`src/rtl/matrix_pkg.sv`:
```
// Shared constants and FSM state type for the 2x2 matrix multiply-accumulate sequencer.
package matrix_pkg;

  localparam int ELEM_W = 4;
  localparam int RES_W  = 2*ELEM_W + 1;

  typedef enum logic [1:0] {
    IDLE = 2'd0,
    RUN  = 2'd1,
    DONE = 2'd2
  } state_e;

endpackage

```
`src/rtl/matrix_mac_seq_if.sv`:
```
// Start/element/result bundle between the sequencer and whoever owns the A/B element selectors.
interface matrix_mac_seq_if #(
  parameter int ELEM_W = matrix_pkg::ELEM_W
) ();

  localparam int RES_W = 2*ELEM_W + 1;

  logic                   start;
  logic [ELEM_W-1:0]      a_elem;
  logic [ELEM_W-1:0]      b_elem;
  logic [2:0]             entry_out;
  logic                   busy;
  logic                   done;
  logic [4*RES_W-1:0]     result;

  modport master (
    output start, a_elem, b_elem,
    input  entry_out, busy, done, result
  );

  modport slave (
    input  start, a_elem, b_elem,
    output entry_out, busy, done, result
  );

endinterface

```
`src/rtl/matrix_mac_pe.sv`:
```
// Multiply-add element: one product per enabled cycle, summed in pairs into a RES_W accumulator.
// With MATRIX_MAC_SIGNED_EN defined the operands are two's complement, otherwise unsigned.
module matrix_mac_pe #(
  parameter int ELEM_W = matrix_pkg::ELEM_W,
  parameter int RES_W  = 2*ELEM_W + 1
) (
  input  logic              clk,
  input  logic              rst_n,
  input  logic [ELEM_W-1:0] a_i,
  input  logic [ELEM_W-1:0] b_i,
  input  logic              clr_i,
  input  logic              en_i,
  input  logic              pair_end_i,
  output logic [RES_W-1:0]  sum_o
);

  logic [RES_W-1:0] aExt;
  logic [RES_W-1:0] bExt;
  logic [RES_W-1:0] prod;
  logic [RES_W-1:0] acc_q;
  logic [RES_W-1:0] acc_d;

  // Low RES_W bits of the product are exact in both builds because every sum fits RES_W.
`ifdef MATRIX_MAC_SIGNED_EN
  assign aExt = {{(RES_W-ELEM_W){a_i[ELEM_W-1]}}, a_i};
  assign bExt = {{(RES_W-ELEM_W){b_i[ELEM_W-1]}}, b_i};
`else
  assign aExt = {{(RES_W-ELEM_W){1'b0}}, a_i};
  assign bExt = {{(RES_W-ELEM_W){1'b0}}, b_i};
`endif

  assign prod  = aExt * bExt;
  assign sum_o = acc_q + prod;

  always_comb begin
    acc_d = acc_q;
    if (clr_i) begin
      acc_d = '0;
    end else if (en_i) begin
      acc_d = pair_end_i ? '0 : sum_o;
    end
  end

  always_ff @(posedge clk or negedge rst_n) begin
    if (!rst_n) begin
      acc_q <= '0;
    end else begin
      acc_q <= acc_d;
    end
  end

endmodule

```
`src/rtl/matrix_mac_seq.sv`:
```
// 2x2 matrix multiply sequencer: walks entries 0..7, pairing products into C[0..3].
// Build option: MATRIX_MAC_SIGNED_EN selects two's-complement operands in matrix_mac_pe.
module matrix_mac_seq #(
  parameter int ELEM_W = matrix_pkg::ELEM_W
) (
  input  logic              clk,
  input  logic              rst_n,
  matrix_mac_seq_if.slave   bus
);

  import matrix_pkg::*;

  localparam int RES_W = 2*ELEM_W + 1;

  state_e             state_q;
  state_e             state_d;
  logic [2:0]         entry_q;
  logic [2:0]         entry_d;
  logic [4*RES_W-1:0] result_q;
  logic [RES_W-1:0]   pairSum;
  logic               running;

  assign running = (state_q == RUN);

  matrix_mac_pe #(
    .ELEM_W (ELEM_W),
    .RES_W  (RES_W)
  ) u_pe (
    .clk        (clk),
    .rst_n      (rst_n),
    .a_i        (bus.a_elem),
    .b_i        (bus.b_elem),
    .clr_i      (!running),
    .en_i       (running),
    .pair_end_i (entry_q[0]),
    .sum_o      (pairSum)
  );

  always_ff @(posedge clk or negedge rst_n) begin
    if (!rst_n) begin
      state_q <= IDLE;
    end else begin
      state_q <= state_d;
    end
  end

  // start is only looked at outside RUN, so holding it high chains runs without a bubble.
  always_comb begin
    state_d = state_q;
    unique case (state_q)
      IDLE:    state_d = bus.start ? RUN : IDLE;
      RUN:     state_d = (entry_q == 3'd7) ? DONE : RUN;
      DONE:    state_d = bus.start ? RUN : IDLE;
      default: state_d = IDLE;
    endcase
  end

  always_comb begin
    bus.busy      = (state_q == RUN);
    bus.done      = (state_q == DONE);
    bus.entry_out = entry_q;
    bus.result    = result_q;
  end

  always_comb begin
    entry_d = 3'd0;
    if (running && (entry_q != 3'd7)) begin
      entry_d = entry_q + 3'd1;
    end
  end

  // Each C[k] lands on the odd entry of its pair, leaving the previous result visible until then.
  always_ff @(posedge clk or negedge rst_n) begin
    if (!rst_n) begin
      entry_q  <= 3'd0;
      result_q <= '0;
    end else begin
      entry_q <= entry_d;
      if (running && entry_q[0]) begin
        result_q[entry_q[2:1]*RES_W +: RES_W] <= pairSum;
      end
    end
  end

endmodule
```
`src/flat_wrapper.sv`:
```
// flat-port wrapper written by rule: the top's interface ports become plain ports
module matrix_mac_seq_flat import matrix_pkg::*;
#(
  parameter int ELEM_W = matrix_pkg::ELEM_W
)
  (clk, rst_n, bus_start, bus_a_elem, bus_b_elem, bus_entry_out, bus_busy, bus_done, bus_result);
  matrix_mac_seq_if #(.ELEM_W(ELEM_W)) bus_i ();
  input  logic clk;
  input  logic rst_n;
  input wire logic [$bits(bus_i.start)-1:0] bus_start;
  input wire logic [$bits(bus_i.a_elem)-1:0] bus_a_elem;
  input wire logic [$bits(bus_i.b_elem)-1:0] bus_b_elem;
  output wire logic [$bits(bus_i.entry_out)-1:0] bus_entry_out;
  output wire logic [$bits(bus_i.busy)-1:0] bus_busy;
  output wire logic [$bits(bus_i.done)-1:0] bus_done;
  output wire logic [$bits(bus_i.result)-1:0] bus_result;
  assign bus_i.start = bus_start;
  assign bus_i.a_elem = bus_a_elem;
  assign bus_i.b_elem = bus_b_elem;
  assign bus_entry_out = bus_i.entry_out;
  assign bus_busy = bus_i.busy;
  assign bus_done = bus_i.done;
  assign bus_result = bus_i.result;
  matrix_mac_seq #(.ELEM_W(ELEM_W)) u_core (.clk(clk), .rst_n(rst_n), .bus(bus_i));
endmodule
```
`config.mk`:
```
export PLATFORM = sky130hd
export DESIGN_NAME = matrix_mac_seq_flat
export DESIGN_NICKNAME = d
export VERILOG_FILES = /design/src/rtl/matrix_pkg.sv /design/src/rtl/matrix_mac_seq_if.sv /design/src/rtl/matrix_mac_pe.sv /design/src/rtl/matrix_mac_seq.sv /design/src/flat_wrapper.sv
export SDC_FILE = /design/constraint.sdc
export NUM_CORES = 1
export LEC_CHECK = 0
export CAP_MARGIN = 30
export CORE_MARGIN = 5
export CORE_UTILIZATION = 59
export DETAILED_ROUTE_END_ITERATION = 12
export PLACE_DENSITY = 0.86
export SYNTH_ARGS = -nofsm -noshare
export SYNTH_HDL_FRONTEND = slang
export SYNTH_HIERARCHICAL = 1
export SYNTH_SLANG_ARGS = --single-unit
```
`constraint.sdc`:
```
create_clock -name clk -period 3.9 [get_ports clk]
set_clock_uncertainty 0.05 [all_clocks]
set_input_delay 0.39 -clock clk [delete_from_list [all_inputs] [get_ports clk]]
set_output_delay 0.39 -clock clk [all_outputs]
set_load 0.01 [all_outputs]
```
=== Word-level counts from Yosys, hierarchy flattened ===
Cells that the tools add are included.

* Register bits after elaboration: 50
* Bits of input ports: 11

* Add/sub/neg operators: 3
* $mul: 2
* Equality and inequality tests: 4
* Shift-type cells: 2
* Multiplexer cells: 7
* Reduce and logical (&&, ||, !) cells: 4

{| class="wikitable"
|+ Operator list
! operator !! number
|-
| 36-bit bitwise mux || 1
|-
| 9-bit by 34-bit variable shift with 36-bit output (first input constant) || 1
|-
| 9-bit by 34-bit indexed part select with 36-bit output || 1
|-
| 6-bit negator with 34-bit output || 1
|-
| 9-bit 2-to-1 mux || 2
|-
| 9-bit adder || 1
|-
| 4-bit by 4-bit multiplier with 8-bit output || 1
|-
| 2-bit by 4-bit multiplier with 6-bit output (second input constant) || 1
|-
| 2-bit case mux with 2 select lines || 1
|-
| 3-bit by 1-bit adder with 3-bit output (second input constant) || 1
|-
| 3-bit equality test (second input constant) || 1
|-
| 3-bit 2-to-1 mux || 1
|-
| 3-bit != test (second input constant) || 1
|-
| 2-bit by 1-bit equality test with 1-bit output (second input constant) || 1
|-
| 2-bit equality test (second input constant) || 1
|-
| 1-bit logical AND || 2
|-
| 2-bit zero test || 1
|-
| 2-bit 2-to-1 mux || 1
|-
| 2-bit OR reduction || 1
|-
| 1-bit 2-to-1 mux || 1
|}

=== Depth between registers and ports, before layout ===
Gate-level depths: netlist of the first run.

* Word-level depth: 4
* Depth in mapped cells: 15

=== By module ===
The synthesis of the first run kept the hierarchy.

{| class="wikitable"
|+ Modules (own cells, without submodules)
! module !! instances !! cells an instance !! area an instance (um^2)
|-
| matrix_mac_seq || 1 || 147 || 2205.9
|-
| matrix_mac_pe || 1 || 140 || 1204.9
|}

=== Worst setup path before layout of the first run ===
No wires, ideal clock.

* Path type: input-to-reg
* Start: input port bus_b_elem[3]
* End: register u_core.result_q[7], in the netlist u_core/bus.result[7]
* Data arrival time: 3548 ps
* Data required time: 3786 ps
* Path slack: 238 ps
* Cell stages on the path: 12
* Path buffers: 0
* Cells stage by stage: nand2_1 fa_1 fa_1 fa_1 inv_1 ha_1 nor2b_4 o31a_1 or4_4 nand3_2 nor3b_1 mux2_4

* Word-level cells in the longest chain between the ends: 4

{| class="wikitable"
|+ RTL lines
! element !! RTL line !! RTL
|-
| start, declared || flat_wrapper.sv:12 || <nowiki>input wire logic [$bits(bus_i.b_elem)-1:0] bus_b_elem;</nowiki>
|-
| 4-bit by 4-bit multiplier with 8-bit output || matrix_mac_pe.sv:32 || <nowiki>assign prod = aExt * bExt;</nowiki>
|-
| 9-bit adder || matrix_mac_pe.sv:33 || <nowiki>assign sum_o = acc_q + prod;</nowiki>
|-
| net u_core.pairSum[7] || matrix_mac_seq.sv:20 || <nowiki>logic [RES_W-1:0] pairSum;</nowiki>
|-
| 9-bit by 34-bit indexed part select with 36-bit output || matrix_mac_seq.sv:80 || <nowiki>result_q[entry_q[2:1]*RES_W +: RES_W] <= pairSum;</nowiki>
|-
| 36-bit bitwise mux || matrix_mac_seq.sv:80 ||
|-
| end signal, assigned by index || matrix_mac_seq.sv:80 ||
|-
| end, declared || matrix_mac_seq.sv:19 || <nowiki>logic [4*RES_W-1:0] result_q;</nowiki>
|}

The timed path passes the listed nets, and every way through them passes these cells.
A chain may end at the register's enable or synchronous reset.

=== Final worst setup path of the first run ===
* Start: input port bus_a_elem[3]
* End: register u_core.result_q[26], in the netlist u_core/bus.result[26]

* Word-level cells in the longest chain between the ends: 4

{| class="wikitable"
|+ RTL lines
! element !! RTL line !! RTL
|-
| start, declared || flat_wrapper.sv:11 || <nowiki>input wire logic [$bits(bus_i.a_elem)-1:0] bus_a_elem;</nowiki>
|-
| 4-bit by 4-bit multiplier with 8-bit output || matrix_mac_pe.sv:32 ||
|-
| 9-bit adder || matrix_mac_pe.sv:33 ||
|-
| net u_core.pairSum[8] || matrix_mac_seq.sv:20 ||
|-
| 9-bit by 34-bit indexed part select with 36-bit output || matrix_mac_seq.sv:80 ||
|-
| 36-bit bitwise mux || matrix_mac_seq.sv:80 ||
|}

The timed path passes the listed nets, and every way through them passes these cells.

==> out/summary.txt, run 1 <==
adder-cell share of the synthesized area: 14.1%
Critical Path RT: 4.10 ns
drt pass-1 iters: 4
most frequent cells in the layout: 50 x dfrtp_1, 44 x clkdlybuf4s50_1, 36 x mux2_4, 29 x inv_1, 26 x buf_4
Fillers: 351
VDD IR max: 0.432 mV
critical-path maximum fanout: 4
I/O Pins: 52
area grow syn2layout: 27.0%
chip height: 86.0 um
Clk pwr share: 12.1%
max-slew violations: 0
first-pass GRT wire length: 12800 um
GRT Residual Overflow: 0
mean area per synthesized cell: 11.9 um^2
Rows: 27
Clk Latency, worst-skew pair: 0.30 ns
Synth area leaders: dfrtp_1 37%, mux2_4 16%, ha_1 8.8%
largest area contributor in the netlist: dfrtp_1
Post-synth ARST share: 100%
Achievable Freq: 268 MHz
vias per cell: 5.80
Design Area, Final: 0.00433 mm^2
Max Cap Viol: 0
Final Critical Period: 3.73 ns
Sw Ratio: 38.8%
kind of critical path: in -> reg
Final Hold Viols: 0
Clock Path Buffers: 2
Iteration-0 DRC Markers: 197
Tot Pwr: 0.00321 W
Detail Route Antenna Nets: 0
Setup crit end kind: flip-flop
initial antenna violation count: 0
min-delay src: u_core/bus.result[4]
CTS tree: built
flops & latches, synth: 50
Synth Area in Simple Gates: 20.2%
Initial Util: 61.2%
Layout Nets: 404
# diodes: 0
Clock transition at path regs: 0.09 ns
number of synthesized flops with an enable pin: 0
Num Clock Sinks: 50
Critical Path Source Type: input pin
Core Util, Final: 77.7%
Net Sw Power: 0.00125 W
syn_nets: 331
internal power: 0.00197 W
Routed WL per cell: 18.9 um
drt total wl: 8170 um
portion of netlist area occupied by mux cells: 16.1%
commonest non-fill, non-tap cell in the layout: dfrtp_1
Synth top area share: 36.7%
largest net degree at the start of global routing: 41
Hold WC Path Type: reg -> reg
total number of yosys warnings: 6
Die Area: 0.00740 mm^2
die width: 86.0 um
WP data arrival: 3.93 ns
Synth Area in XOR/XNOR: 1.28%
CTS buffer count: 5
leakage: 2.13 nW
combinational group share of total power: 61.6%
Total Routing Usage GR: 22.3%
synthesized area: 0.00341 mm^2
core area: 0.00557 mm^2
final setup vio count: 0
status: complete, no violations
placed cell area: 0.00410 mm^2
cells after synthesis: 287
synth unique cells: 49
CTS root buffer: clkbuf_8
main combinational cell family by area after synthesis: simple AND/OR/NAND/NOR gates
R2R Path Start: u_core/u_pe/acc_q[2]
Setup crit start: bus_a_elem[3]
main flop type after synthesis: dfrtp_1
number of I/O port buffers: 51
Tcrit/Tclk final: 95.5%
Worst-Margin Slew: 0.979 ns
Synth Area in Compound Gates: 4.81%
fraction of layout cells with a size suffix above 1: 25.5%
Placer Congestion: 0.849
RSZ-0062 raised after global routing: no
vias: 2510
drt drc: 0
worst rel slew slack: 34.8%
register area share after synthesis: 36.7%
PwrDens: 741 mW/mm^2
sequential power share: 26.3%
worst hold slack: 0.467 ns
DP Wirelength: 5790 um
vias in the first global route: 2581
H-Tree Depth: 2
-- Yosys cell counts (7+ instances only) --
master,n
dfrtp_1,50
mux2_4,36
inv_1,31
ha_1,24
nor2_1,12
nor3b_1,10
a21oi_1,9
and2_1,9
fa_1,9
nand2_1,9
and4bb_1,8
and3_1,7
and4b_1,7
-- layout make-up --
cell class              instances  area (um^2)  share of cell area (%)
clock inverters                 2         38.8                   0.895
well taps                      72         90.1                    2.08
multi-input cells             193         2020                    46.5
inverters                      31          116                    2.69
repair buffers                 79          738                    17.0
flip-flops and latches         50         1250                    28.9
clock buffers                   6         82.6                    1.91
-- logic make-up after synthesis --
family,after synthesis
and+or+nand+nor,93
DFF,50
buffers and inverters,44
muxes,37
adders and majority gates,33
AOI/OAI and AO/OA,25
xor gates and xnor gates,5
-- stage by stage --
step,TNS [ns],setup WS [ns],instances
after floorplan,0,0.238,287
after global placement,-5.02,-0.385,422
after detailed placement,-6.74,-0.500,423
after CTS,0,0.00153,433
after global routing,0,0.0367,433
final,0,0.175,433
-- per-layer routing --
layer / routed length, um / vias up / global-route usage [%]
li1: - / 1156 / -
met1: 3400 / 1238 / 28.6
met2: 4000 / 91 / 36.6
met3: 473 / 25 / 4.42
met4: 296 / 0 / 9.64
met5: 0 / - / 0
-- path summary, 6_finish.rpt --
| path | end | slack [ns] | depth (start not counted) |
|---|---|---|---|
| worst min register to register | u_core/bus.result[4] | 0.47 | 1 |
| min in group asynchronous | u_core/bus.result[18] | 0.52 | 2 |
| worst min-delay path | u_core/bus.result[4] | 0.47 | 1 |
| worst max-delay path | u_core/bus.result[26] | 0.17 | 14 |
| max in group asynchronous | u_core/bus.result[5] | 2.76 | 3 |
| worst max register to register | u_core/bus.result[25] | 1.05 | 10 |
-- state kept, by name, indices dropped and copies added, names as in the netlist --
register and cells:
u_core/bus.result 36, u_core/u_pe/acc_q 9, u_core/bus.entry_out 3, u_core/state_q 2
-- critical path, stage by stage --
cell             delay (ns)
clkdlybuf4s50_1        0.42
buf_4                  0.15
and2_1                 0.15
ha_1                   0.27
ha_1                   0.34
fa_1                   0.49
ha_1                   0.34
nor2_1                 0.08
o21ai_0                0.22
nand2_1                0.16
xor2_2                 0.18
xnor2_2                0.22
nor4bb_4               0.33
mux2_4                 0.18
-- power by group through the flow --
stage | Clock [W] | Sequential, W | Combinational [W]
finish | 0.000389 | 0.000843 | 0.00198
global route | 0.000421 | 0.000867 | 0.00212
CTS | 0.000397 | 0.000842 | 0.00191
detailed placement | 0 | 0.000850 | 0.00185
global placement | 0 | 0.000842 | 0.00180
floorplan | 0 | 0.000893 | 0.00108
-- repair_timing --
item | in CTS | in global routing
pin swaps | 5 | 12
endpoints found under the hold margin | 20 | 0
hold buffers | 1 | 0
buffers inserted | 1 | 0
resized for setup | 9 | 11
endpoints found under the setup margin | 9 | 13
gates cloned | 0 | 0
Note: power is estimated with default switching activity, not from simulation.
==> run 2: changes to the inputs <==
--- a/config.mk
+++ b/config.mk
@@ -6,7 +6,7 @@
 export NUM_CORES = 1
 export LEC_CHECK = 0
 export CAP_MARGIN = 30
-export CORE_MARGIN = 5
+export CORE_MARGIN = 3
 export CORE_UTILIZATION = 59
 export DETAILED_ROUTE_END_ITERATION = 12
 export PLACE_DENSITY = 0.86
==> run 2 against run 1 <==
Against the previous run:
- global-route usage grew 3.2 points
- sequential cell count did not move
- hold slack worse by 0.45 ns
- combinational power down 2%
- count of clock-buffer cells in the layout shrank 1
- highest routed layer unchanged
==> out/summary.txt, run 2 (same netlist as run 1, synthesis figures left out) <==
Iteration-0 DRC Markers: 160 (-19%)
core area: 0.00554 mm^2 (-0.61%)
Achievable Freq: 264 MHz (-1.8%)
die width: 82.0 um (-4.6%)
vias in the first global route: 2558 (-0.89%)
largest net degree at the start of global routing: 41 (unchanged)
number of I/O port buffers: 51 (unchanged)
drt drc: 0 (unchanged)
drt total wl: 7940 um (-2.8%)
VDD IR max: 0.474 mV (+9.9%)
commonest non-fill, non-tap cell in the layout: dfrtp_1
Clock transition at path regs: 0.11 ns (+0.02 ns)
Tot Pwr: 0.00310 W (-3.4%)
hold_buf cts: 0 (-1)
Clk Latency, worst-skew pair: 0.30 ns (about the same)
Worst-Margin Slew: 0.933 ns (-0.0453 ns)
I/O Pins: 52 (unchanged)
drt pass-1 iters: 4 (unchanged)
kind of critical path: in -> reg
Critical Path Source Type: input pin
CTS tree: built
max reg flops: 36 (unchanged)
vias per cell: 5.82 (+0.43%)
worst rel slew slack: 37.8% (+3.0 points)
Crit path buffers/inverters: 4 (+2)
leakage: 2.09 nW (-1.9%)
CTS root buffer: clkbuf_8
final setup vio count: 0 (unchanged)
Num Clock Sinks: 50 (unchanged)
Routed WL per cell: 18.4 um (-2.6%)
critical-path maximum fanout: 4 (unchanged)
Reg area: 0.00125 mm^2 (unchanged)
Setup crit end kind: flip-flop
first-pass GRT wire length: 12900 um (+1.1%)
status: complete, no violations
# diodes: 0 (unchanged)
WP data arrival: 4.00 ns (+0.07 ns)
H-Tree Depth: 2 (unchanged)
PwrDens: 728 mW/mm^2 (-1.8%)
Max Cap Viol: 0 (unchanged)
placed cell area: 0.00409 mm^2 (-0.18%)
Rows: 27 (unchanged)
CP Depth: 16 (+2)
Die Area: 0.00673 mm^2 (-9.1%)
max-slew violations: 0 (unchanged)
Layout Nets: 403 (-0.25%)
initial antenna violation count: 0 (unchanged)
Slowest-stage cell, CP: fa_1
Core Util, Final: 76.9% (-0.79 points)
Clock Path Buffers: 2 (unchanged)
GRT Residual Overflow: 0 (unchanged)
Final Critical Period: 3.79 ns (+0.0673 ns)
Fillers: 354 (+0.85%)
vias: 2515 (+0.20%)
Hold WC Path Type: in -> async
Initial Util: 61.6% (+0.37 points)
CP top delay family: adder cells
CP cell instances: clkdlybuf4s50_1 > nand2_1 > fa_1 > inv_1 > ha_1 > inv_1 > fa_1 > inv_1 > ha_4 > o21ai_1 > o211ai_1 > nand2_1 > xor2_2 > xnor2_2 > nor4bb_2 > mux2_4
most frequent cells in the layout: 50 x dfrtp_1, 44 x clkdlybuf4s50_1, 36 x mux2_4, 31 x inv_1, 26 x buf_4
CP max stage delay: 0.51 ns (+0.02 ns)
DP Wirelength: 5690 um (-1.7%)
area grow syn2layout: 25.0%
Tcrit/Tclk final: 97.2% (+1.7 points)
chip height: 82.0 um (-4.6%)
Critical Path RT: 4.11 ns (about the same)
RSZ-0062 raised after global routing: no
area of the multi-input gates: 0.00199 mm^2 (-1.2%)
Worst path most repeated cell: inv_1
Final Hold Viols: 0 (unchanged)
Placer Congestion: 0.863 (+1.6%)
dpl cells: 422 (-0.24%)
fraction of layout cells with a size suffix above 1: 24.4% (-1.0 points)
Detail Route Antenna Nets: 0 (unchanged)
final std cells w/o fill: 432 (-0.23%)
Design Area, Final: 0.00426 mm^2 (-1.6%)
cells on worst reg2reg path: 11 (+1)
Total Routing Usage GR: 25.5% (+3.2 points)
CTS buffer count: 5 (unchanged)
## run 2: area by class of cell
cell class                 instances  area share, %
inverter                          31           2.73
timing repair buffer              78           16.8
tap                               72           2.11
clock inverter                     3          0.675
clock buffer                       5           1.61
sequential                        50           29.4
multi-input combinational        193           46.7
## run 2: what timing repair did
item,CTS,global route
endpoints found under the setup margin,9,11
resized for setup,11,4
pin swaps,11,5
buffers inserted,2,0
## run 2: worst paths after layout
path,to,slack [ns],start
hold reg to reg,u_core/bus.result[0],0.47,u_core/bus.result[0]
hold / removal,u_core/bus.result[23],0.02,rst_n
setup / recovery,u_core/bus.result[26],0.11,bus_a_elem[3]
max in group asynchronous,u_core/bus.result[3],3.24,rst_n
min in group clk,u_core/bus.result[0],0.47,u_core/bus.result[0]
setup reg to reg,u_core/bus.result[26],1.02,u_core/u_pe/acc_q[2]
## run 2: per-layer routing
| layer | global-route usage (%) | part of all wire [%] | vias to the layer above | wire length [um] |
|---|---|---|---|---|
| li1 | - | - | 1155 | - |
| met5 | 0 | 0 | - | 0 |
| met1 | 33.4 | 42 | 1245 | 3350 |
| met3 | 3.95 | 5.4 | 16 | 425 |
| met4 | 9.63 | 2.1 | 0 | 164 |
| met2 | 42.4 | 50 | 99 | 4010 |
## run 2: worst reg2reg max path, stage by stage (launching register included)
cell	delay [ns]
dfrtp_1	0.37
inv_1	0.06
fa_1	0.55
inv_1	0.05
ha_1	0.31
a211oi_2	0.26
o211ai_1	0.12
nand2_1	0.16
xor2_2	0.21
xnor2_2	0.17
nor4bb_2	0.33
mux2_4	0.18
## run 2: stage by stage
stage | hold slack, ns | TNS [ns] | worst slack (ns)
after global routing | 0.0541 | 0 | 0.0290
after global placement | 0.447 | -4.89 | -0.357
after detailed placement | 0.362 | -5.79 | -0.454
final | 0.0198 | 0 | 0.108
after floorplan | 0.0444 | 0 | 0.238
after CTS | 0.0270 | 0 | 0.0120
## run 2: power by group
group          internal, W  total (W)  switching (W)
registers         0.000702   0.000847       0.000144
logic              0.00103    0.00194       0.000903
clock network     0.000133   0.000321       0.000188
total              0.00187    0.00310        0.00124
==> run 3: changes to the inputs <==
--- a/config.mk
+++ b/config.mk
@@ -9,7 +9,9 @@
 export CORE_MARGIN = 3
 export CORE_UTILIZATION = 59
 export DETAILED_ROUTE_END_ITERATION = 12
+export HOLD_SLACK_MARGIN = 0.02
 export PLACE_DENSITY = 0.86
+export SKIP_LAST_GASP = 1
 export SYNTH_ARGS = -nofsm -noshare
 export SYNTH_HDL_FRONTEND = slang
 export SYNTH_HIERARCHICAL = 1
==> results of run 3 <==
Same layout as run 2: the final DEF is identical, and so are final timing and power.
